[config.mk]
export PLATFORM = sky130hd
export DESIGN_NAME = fpga_tx_arbiter
export DESIGN_NICKNAME = d
export VERILOG_FILES = /design/src/rtl/fpga_tx_arbiter.sv
export SDC_FILE = /design/constraint.sdc
export NUM_CORES = 1
export LEC_CHECK = 0
export CORE_ASPECT_RATIO = 1.2
export CORE_UTILIZATION = 35
export CTS_CLUSTER_DIAMETER = 100
export DETAILED_ROUTE_END_ITERATION = 12
export DONT_BUFFER_PORTS = 1
export PLACE_DENSITY_LB_ADDON = 0.25
export SETUP_SLACK_MARGIN = 0.05
export SYNTH_ARGS = -nofsm -noshare
export SYNTH_HDL_FRONTEND = slang
export SYNTH_SLANG_ARGS = --single-unit
export TNS_END_PERCENT = 5
[constraint.sdc]
create_clock -name clock -period 1.9 [get_ports clock]
set_input_delay 0.475 -clock clock [delete_from_list [all_inputs] [get_ports clock]]
set_output_delay 0.475 -clock clock [all_outputs]
set_load 0.01 [all_outputs]
[src/rtl/fpga_tx_arbiter.sv]
// Round-robin arbiter giving one of four requesters a single-byte slot on a shared transmitter.
// Optional per-byte watchdog is built when `FPGA_TX_TIMEOUT_EN is defined.
module fpga_tx_arbiter #(
  parameter int unsigned TIMEOUT_CYCLES = 1023
) (
  input  logic        clock,
  input  logic        reset,
  input  logic [3:0]  req,
  input  logic [31:0] reqData,
  output logic [3:0]  grant,
  output logic [3:0]  done,
  output logic [7:0]  txData,
  output logic        txSent,
  input  logic        txBusy,
  input  logic        txFinish,
  output logic        arbBusy,
  output logic        timeoutErr
);

  typedef enum logic [2:0] {
    IDLE        = 3'd0,
    START       = 3'd1,
    WAIT_BUSY   = 3'd2,
    WAIT_FINISH = 3'd3,
    DONE        = 3'd4
  } state_t;

  state_t      state_r;
  logic [3:0]  grant_r;
  logic [3:0]  done_r;
  logic [7:0]  tx_data_r;
  logic        tx_sent_r;
  logic        arb_busy_r;
  logic        timeout_err_r;
  logic [1:0]  ptr_r;
  logic [1:0]  win_r;
  logic [1:0]  win_idx_s;
  logic        to_hit_s;

  // Round-robin pick: lowest offset above the last winner wins, offset 4 wraps to the last winner itself.
  always_comb begin
    win_idx_s = ptr_r;
    for (int i = 4; i >= 1; i--) begin
      if (req[ptr_r + 2'(i)]) begin
        win_idx_s = ptr_r + 2'(i);
      end else begin
        win_idx_s = win_idx_s;
      end
    end
  end

`ifdef FPGA_TX_TIMEOUT_EN
  localparam int unsigned CNT_W = $clog2(TIMEOUT_CYCLES + 1);
  logic [CNT_W-1:0] cnt_r;

  // Watchdog counter: cleared while in START so it reads zero on WAIT_BUSY entry.
  always_ff @(posedge clock) begin
    if (reset) begin
      cnt_r <= '0;
    end else if (state_r == START) begin
      cnt_r <= '0;
    end else if ((state_r == WAIT_BUSY) || (state_r == WAIT_FINISH)) begin
      cnt_r <= cnt_r + CNT_W'(1);
    end else begin
      cnt_r <= cnt_r;
    end
  end

  assign to_hit_s = (cnt_r == CNT_W'(TIMEOUT_CYCLES - 1));
`else
  logic unused_timeout_s;
  assign unused_timeout_s = (TIMEOUT_CYCLES == 32'd0);
  assign to_hit_s = 1'b0;
`endif

  // Transaction sequencer with all outputs registered.
  always_ff @(posedge clock) begin
    if (reset) begin
      state_r       <= IDLE;
      grant_r       <= 4'b0000;
      done_r        <= 4'b0000;
      tx_data_r     <= 8'h00;
      tx_sent_r     <= 1'b0;
      arb_busy_r    <= 1'b0;
      timeout_err_r <= 1'b0;
      ptr_r         <= 2'd3;
      win_r         <= 2'd0;
    end else begin
      case (state_r)
        IDLE: begin
          done_r        <= 4'b0000;
          timeout_err_r <= 1'b0;
          if ((|req) && !txBusy) begin
            grant_r    <= 4'b0001 << win_idx_s;
            tx_data_r  <= reqData[{win_idx_s, 3'b000} +: 8];
            win_r      <= win_idx_s;
            tx_sent_r  <= 1'b1;
            arb_busy_r <= 1'b1;
            state_r    <= START;
          end else begin
            state_r <= IDLE;
          end
        end
        START: begin
          tx_sent_r <= 1'b0;
          state_r   <= WAIT_BUSY;
        end
        WAIT_BUSY: begin
          // A transmitter fast enough to finish without a visible busy phase goes straight to DONE.
          if (txFinish) begin
            done_r  <= grant_r;
            state_r <= DONE;
          end else if (to_hit_s) begin
            done_r        <= grant_r;
            timeout_err_r <= 1'b1;
            state_r       <= DONE;
          end else if (txBusy) begin
            state_r <= WAIT_FINISH;
          end else begin
            state_r <= WAIT_BUSY;
          end
        end
        WAIT_FINISH: begin
          if (txFinish) begin
            done_r  <= grant_r;
            state_r <= DONE;
          end else if (to_hit_s) begin
            done_r        <= grant_r;
            timeout_err_r <= 1'b1;
            state_r       <= DONE;
          end else begin
            state_r <= WAIT_FINISH;
          end
        end
        DONE: begin
          done_r        <= 4'b0000;
          timeout_err_r <= 1'b0;
          grant_r       <= 4'b0000;
          arb_busy_r    <= 1'b0;
          ptr_r         <= win_r;
          state_r       <= IDLE;
        end
        default: begin
          state_r       <= IDLE;
          grant_r       <= 4'b0000;
          done_r        <= 4'b0000;
          tx_sent_r     <= 1'b0;
          arb_busy_r    <= 1'b0;
          timeout_err_r <= 1'b0;
        end
      endcase
    end
  end

  assign grant      = grant_r;
  assign done       = done_r;
  assign txData     = tx_data_r;
  assign txSent     = tx_sent_r;
  assign arbBusy    = arb_busy_r;
  assign timeoutErr = timeout_err_r;

endmodule

* After elaboration in Yosys (flattened, before gate mapping)
Index checks and enable logic that the tools add are counted. Widths: inputs -> output; s select.
Operators by class: multiplexer cells 21, equality and inequality tests 6, shift operators 2, bitwise gates (word level) 3, add/subtract/negate cells 3, magnitude comparators 3, reduce and logical (&&, ||, !) cells 11
Operators with widths (number):
- $shiftx 32x6->8 | 1
- $pmux 4 s2 | 2
- $pmux 3 s4 | 1
- $lt 2x3->1 const B | 3
- $mux 4 | 2
- $reduce_and 2->1 | 4
- $bmux 1 s2 | 3
- $eq 3x2->1 const B | 2
- $mux 1 | 6
- $mux 2 | 3
- $mux 3 | 2
- $reduce_or 3->1 | 2
- $add 2x2->2 const B | 2
- $pmux 1 s2 | 2
- $reduce_or 4->1 | 1
- $shl 1x2->4 const A | 1
- $eq 3x1->1 const B | 1
- $eq 3x3->1 const B | 1
- $logic_not 3->1 | 1
- $not 1->1 | 3
- $add 2x1->2 const B | 1
- $ne 2x1->1 const B | 1
- $ne 2x2->1 const B | 1
- $reduce_or 2->1 | 1
- other kinds (2) | 2
Word-level totals: bits of input ports 40, register bits 25, word-level logic and storage cells 57, output and inout bits 19

* Longest topological paths before layout
depth in word-level cells 9, gate-level depth with buffers 7, gate-level depth less buffers 5

* Least setup slack after synthesis
Ideal clock, no wire load.
path type input to register, start in req[1], end reg tx_data_r[6] (netlist: txData[6]), stages on the path 6, data required time 1.759 ns, buffers on the path 1, library setup time 0.141 ns, data arrival time 1.505 ns, setup slack 0.255 ns, cells stage by stage nor2b_1 > o21bai_1 > buf_2 > a21boi_0 > mux2i_1 > a311oi_2
On the way: longest elaborated chain between the ends 6, elaborated cells between the ends (all ways) 13, those cells by class shift (1); mux (9); reduce/logical (3)
Ends and longest elaborated chain:
- from (decl) | line 8 | input logic [3:0] req,
- $bmux 1 s2 | line 44 | if (req[ptr_r + 2'(i)]) begin
- $mux 1 (not written as such) | line 44
- $mux 2 (3 in series) | line 44
- $shiftx 32x6->8 | line 95 | tx_data_r <= reqData[{win_idx_s, 3'b000} +: 8];
- to (signal assigned) | line 95
- to (decl) | line 31 | logic [7:0] tx_data_r;
Several ways; a longest one is shown, not always the timed one. The select of a mux whose other input is x is not followed. A chain may end at the register's enable or synchronous reset.

* Worst setup path after layout
start reg ptr_r[0], end reg tx_data_r[5] (netlist: txData[5])
On the way: longest elaborated chain between the ends 7, elaborated cells between the ends (all ways) 13, those cells by class add/sub (3); shift (1); mux (9)
Ends and longest elaborated chain:
- from (decl) | line 35 | logic [1:0] ptr_r;
- from (signal assigned) | line 140 | ptr_r <= win_r;
- $add 2x2->2 | line 44, 45
- $bmux 1 s2 | line 44
- $mux 1 (not written as such) | line 44
- $mux 2 (2 in series) | line 44
- $mux 2 * | line 44
- $shiftx 32x6->8 * | line 95
Every way passes the cells marked *; elsewhere a longest branch is shown, timed or not. The select of a mux whose other input is x is not followed.

==> results.json <==
{
  "cts.clk_slew.worst_paths_ns": 0.09,
  "synth_area_per_cell_um2": 9.397,
  "cts_root_buffer": "clkbuf_8",
  "finalHoldViolCount": 0,
  "critPathRequiredTime_ns": 2.06,
  "grt_max_degree": 19,
  "clock_path_buffers": 2,
  "syn_to_final_growth_pct": 7.530,
  "postCtsHoldBufs": 0,
  "cts_setup_buffers": 0,
  "synth_edf_count": 0,
  "n_fill_cell": 382,
  "yosys-top-cells-count": "25 x dfxtp_1, 18 x nor2_1, 11 x a21boi_0, 11 x mux2i_1, 9 x a22oi_1",
  "crit_arrival_ns": 1.88,
  "grt_util_all_layers_pct": 16.71,
  "start_kind": "register",
  "final_nets": 186,
  "die_x_um": 58.96,
  "start_util_pct": 37.19,
  "ys_ff_latch": 25,
  "period_needed_ns": 1.717,
  "viasPerCell": 5.533,
  "fp.coreArea_mm2": 0.003664,
  "rsz0062_at_grt": "yes",
  "maxSlewViolCount": 0,
  "maxCapViolCount": 0,
  "finalSetupViolations": 0,
  "leakage_nw": 0.5516,
  "syn_nets": 185,
  "grt_pass1_vias": 1119,
  "status": "completed",
  "die-area_mm2": 0.004147,
  "layout-drive-gt1-share_pct": 16.55,
  "netlist_instances": 145,
  "postRouteAntennaNets": 0,
  "finalPower_mw": 1.176,
  "end_kind": "register",
  "overflow": 0,
  "path_buf_inv": 1,
  "synth_top_area_share_pct": 36.73,
  "synth-async-reset-ratio_pct": 0,
  "yosysSeqAreaShare_pct": 36.73,
  "fin_cells": 197,
  "grt_pass1_wl_um": 5313,
  "crit_path_top_delay_cell": "dfxtp_1",
  "cpPeakStageDelay_ns": 0.45,
  "hp-class": "input port to register",
  "drt-total-wl_um": 3160,
  "vias": 1090,
  "num_antenna_cells": 0,
  "synth.most_common_cell": "dfxtp_1",
  "globalplace.congestion": 0.7482,
  "synth.area.top_cells": "dfxtp_1 37%, mux2i_1 8.1%, a311oi_2 7.7%, a21boi_0 6.1%, a22oi_1 5.0%",
  "initialDrtViolationCount": 26,
  "io_pins": 59,
  "p_per_area_mw_per_mm2": 802.5,
  "htree_levels": 1,
  "cts_tree": "done",
  "ys.flop_type": "dfxtp_1",
  "criticalPathCategory": "register to register",
  "tns_ns": 0,
  "fmax_mhz": 582.4,
  "io_buffers": 0,
  "antenna_found_initial": 0,
  "routedWlPerCell_um": 16.04,
  "drc": 0,
  "ir_drop_mv": 0.3270,
  "fin_crit_sh_pct": 90.37,
  "yosys_warnings": 0,
  "rows": 24,
  "dp_hpwl_um": 2343,
  "clock_latency_ns": 0.27,
  "worst_clock_skew_ns": 0.004390,
  "cts-buffers-inserted": 3,
  "die_h_um": 70.35,
  "clkSinkCount": 25,
  "dp.cells": 193,
  "crit_family": "flip-flops",
  "yosys.area.top_type": "dfxtp_1",
  "syn_area_mm2": 0.001363,
  "cp_max_fo": 11,
  "post_cts_resized": 0,
  "drtPass1Iterations": 4,
  "crit_chain": "nand2b_1, o21ai_1, a211oi_2, buf_4, mux2i_1, a311oi_2",
  "synth_cell_types": 39
}
## power by group
group	internal, mW	switching, mW
Combinational	0.110	0.124
Sequential	0.565	0.0476
Clock	0.149	0.180
## placed cells by master, fill, tap and decap left out, types with 2 or more instances in the layout
| master | synthesis | final |
|---|---|---|
| a311oi_2 | 7 | 7 |
| buf_4 | 3 | 8 |
| mux2i_1 | 11 | 11 |
| a21oi_1 | 7 | 7 |
| a22oi_1 | 9 | 9 |
| nand2_1 | 4 | 4 |
| nand2b_1 | 3 | 3 |
| dfxtp_1 | 25 | 25 |
| clkbuf_8 | 0 | 3 |
| a21boi_1 | 5 | 5 |
| and3_1 | 2 | 2 |
| a22o_1 | 5 | 5 |
| nor2_1 | 18 | 18 |
| inv_1 | 3 | 3 |
| a21boi_0 | 11 | 11 |
| a211o_1 | 2 | 2 |
## stage by stage
| step | hold slack (ns) | worst slack (ns) | utilization, % | area [µm²] |
|---|---|---|---|---|
| 2_1_floorplan | 0.4490 | 0.2546 | - | 1363 |
| 3_3_place_gp | 0.4570 | 0.1653 | 38.63 | 1415 |
| 3_5_place_dp | 0.4628 | 0.1102 | 38.63 | 1415 |
| 4_1_cts | 0.2449 | 0.1613 | 39.96 | 1464 |
| 5_1_grt | 0.2355 | 0.03969 | 39.99 | 1465 |
| 6_report | 0.2533 | 0.1829 | 39.99 | 1465 |
## cell type report
| cell class | instances | area, µm² | share of cell area [%] |
|---|---|---|---|
| Inverter | 3 | 11.26 | 0.7686 |
| Clock inverter | 1 | 7.507 | 0.5124 |
| Clock buffer | 3 | 41.29 | 2.818 |
| Multi-Input combinational cell | 105 | 779.5 | 53.20 |
| Sequential cell | 25 | 500.5 | 34.16 |
| Tap cell | 52 | 65.06 | 4.441 |
| Timing Repair Buffer | 8 | 60.06 | 4.099 |
## final timing paths
check	slack, ns	depth (start not counted)	endpoint	start
setup reg to reg	0.18	6	txData[5]	ptr_r[0]
hold / removal	0.25	1	txData[5]	reset
setup / recovery	0.18	6	txData[5]	ptr_r[0]
hold reg to reg	0.48	2	win_r[1]	win_r[1]
## state kept, by name, summed over array words and instances (netlist names)
name / count
arbBusy: 1
done: 4
grant: 4
ptr_r: 2
state_r: 3
txData: 8
txSent: 1
win_r: 2
## routing by layer
| layer | wire [µm] | vias up | GRT usage, % |
|---|---|---|---|
| li1 | - | 542 | - |
| met1 | 1325 | 504 | 19.04 |
| met2 | 1608 | 40 | 29.92 |
| met3 | 185 | 4 | 3.519 |
| met4 | 40 | 0 | 5.556 |
| met5 | 0 | - | 0 |
## cell families after synthesis
kind of cell / after synthesis / share of synthesized area (%)
compound gates: 56 / 34.62
simple gates: 37 / 14.14
flops: 25 / 36.73
buf+inv: 15 / 6.152
mux: 11 / 8.081
other cells: 1 / 0.2752
Note: power is estimated with default switching activity, not from simulation.
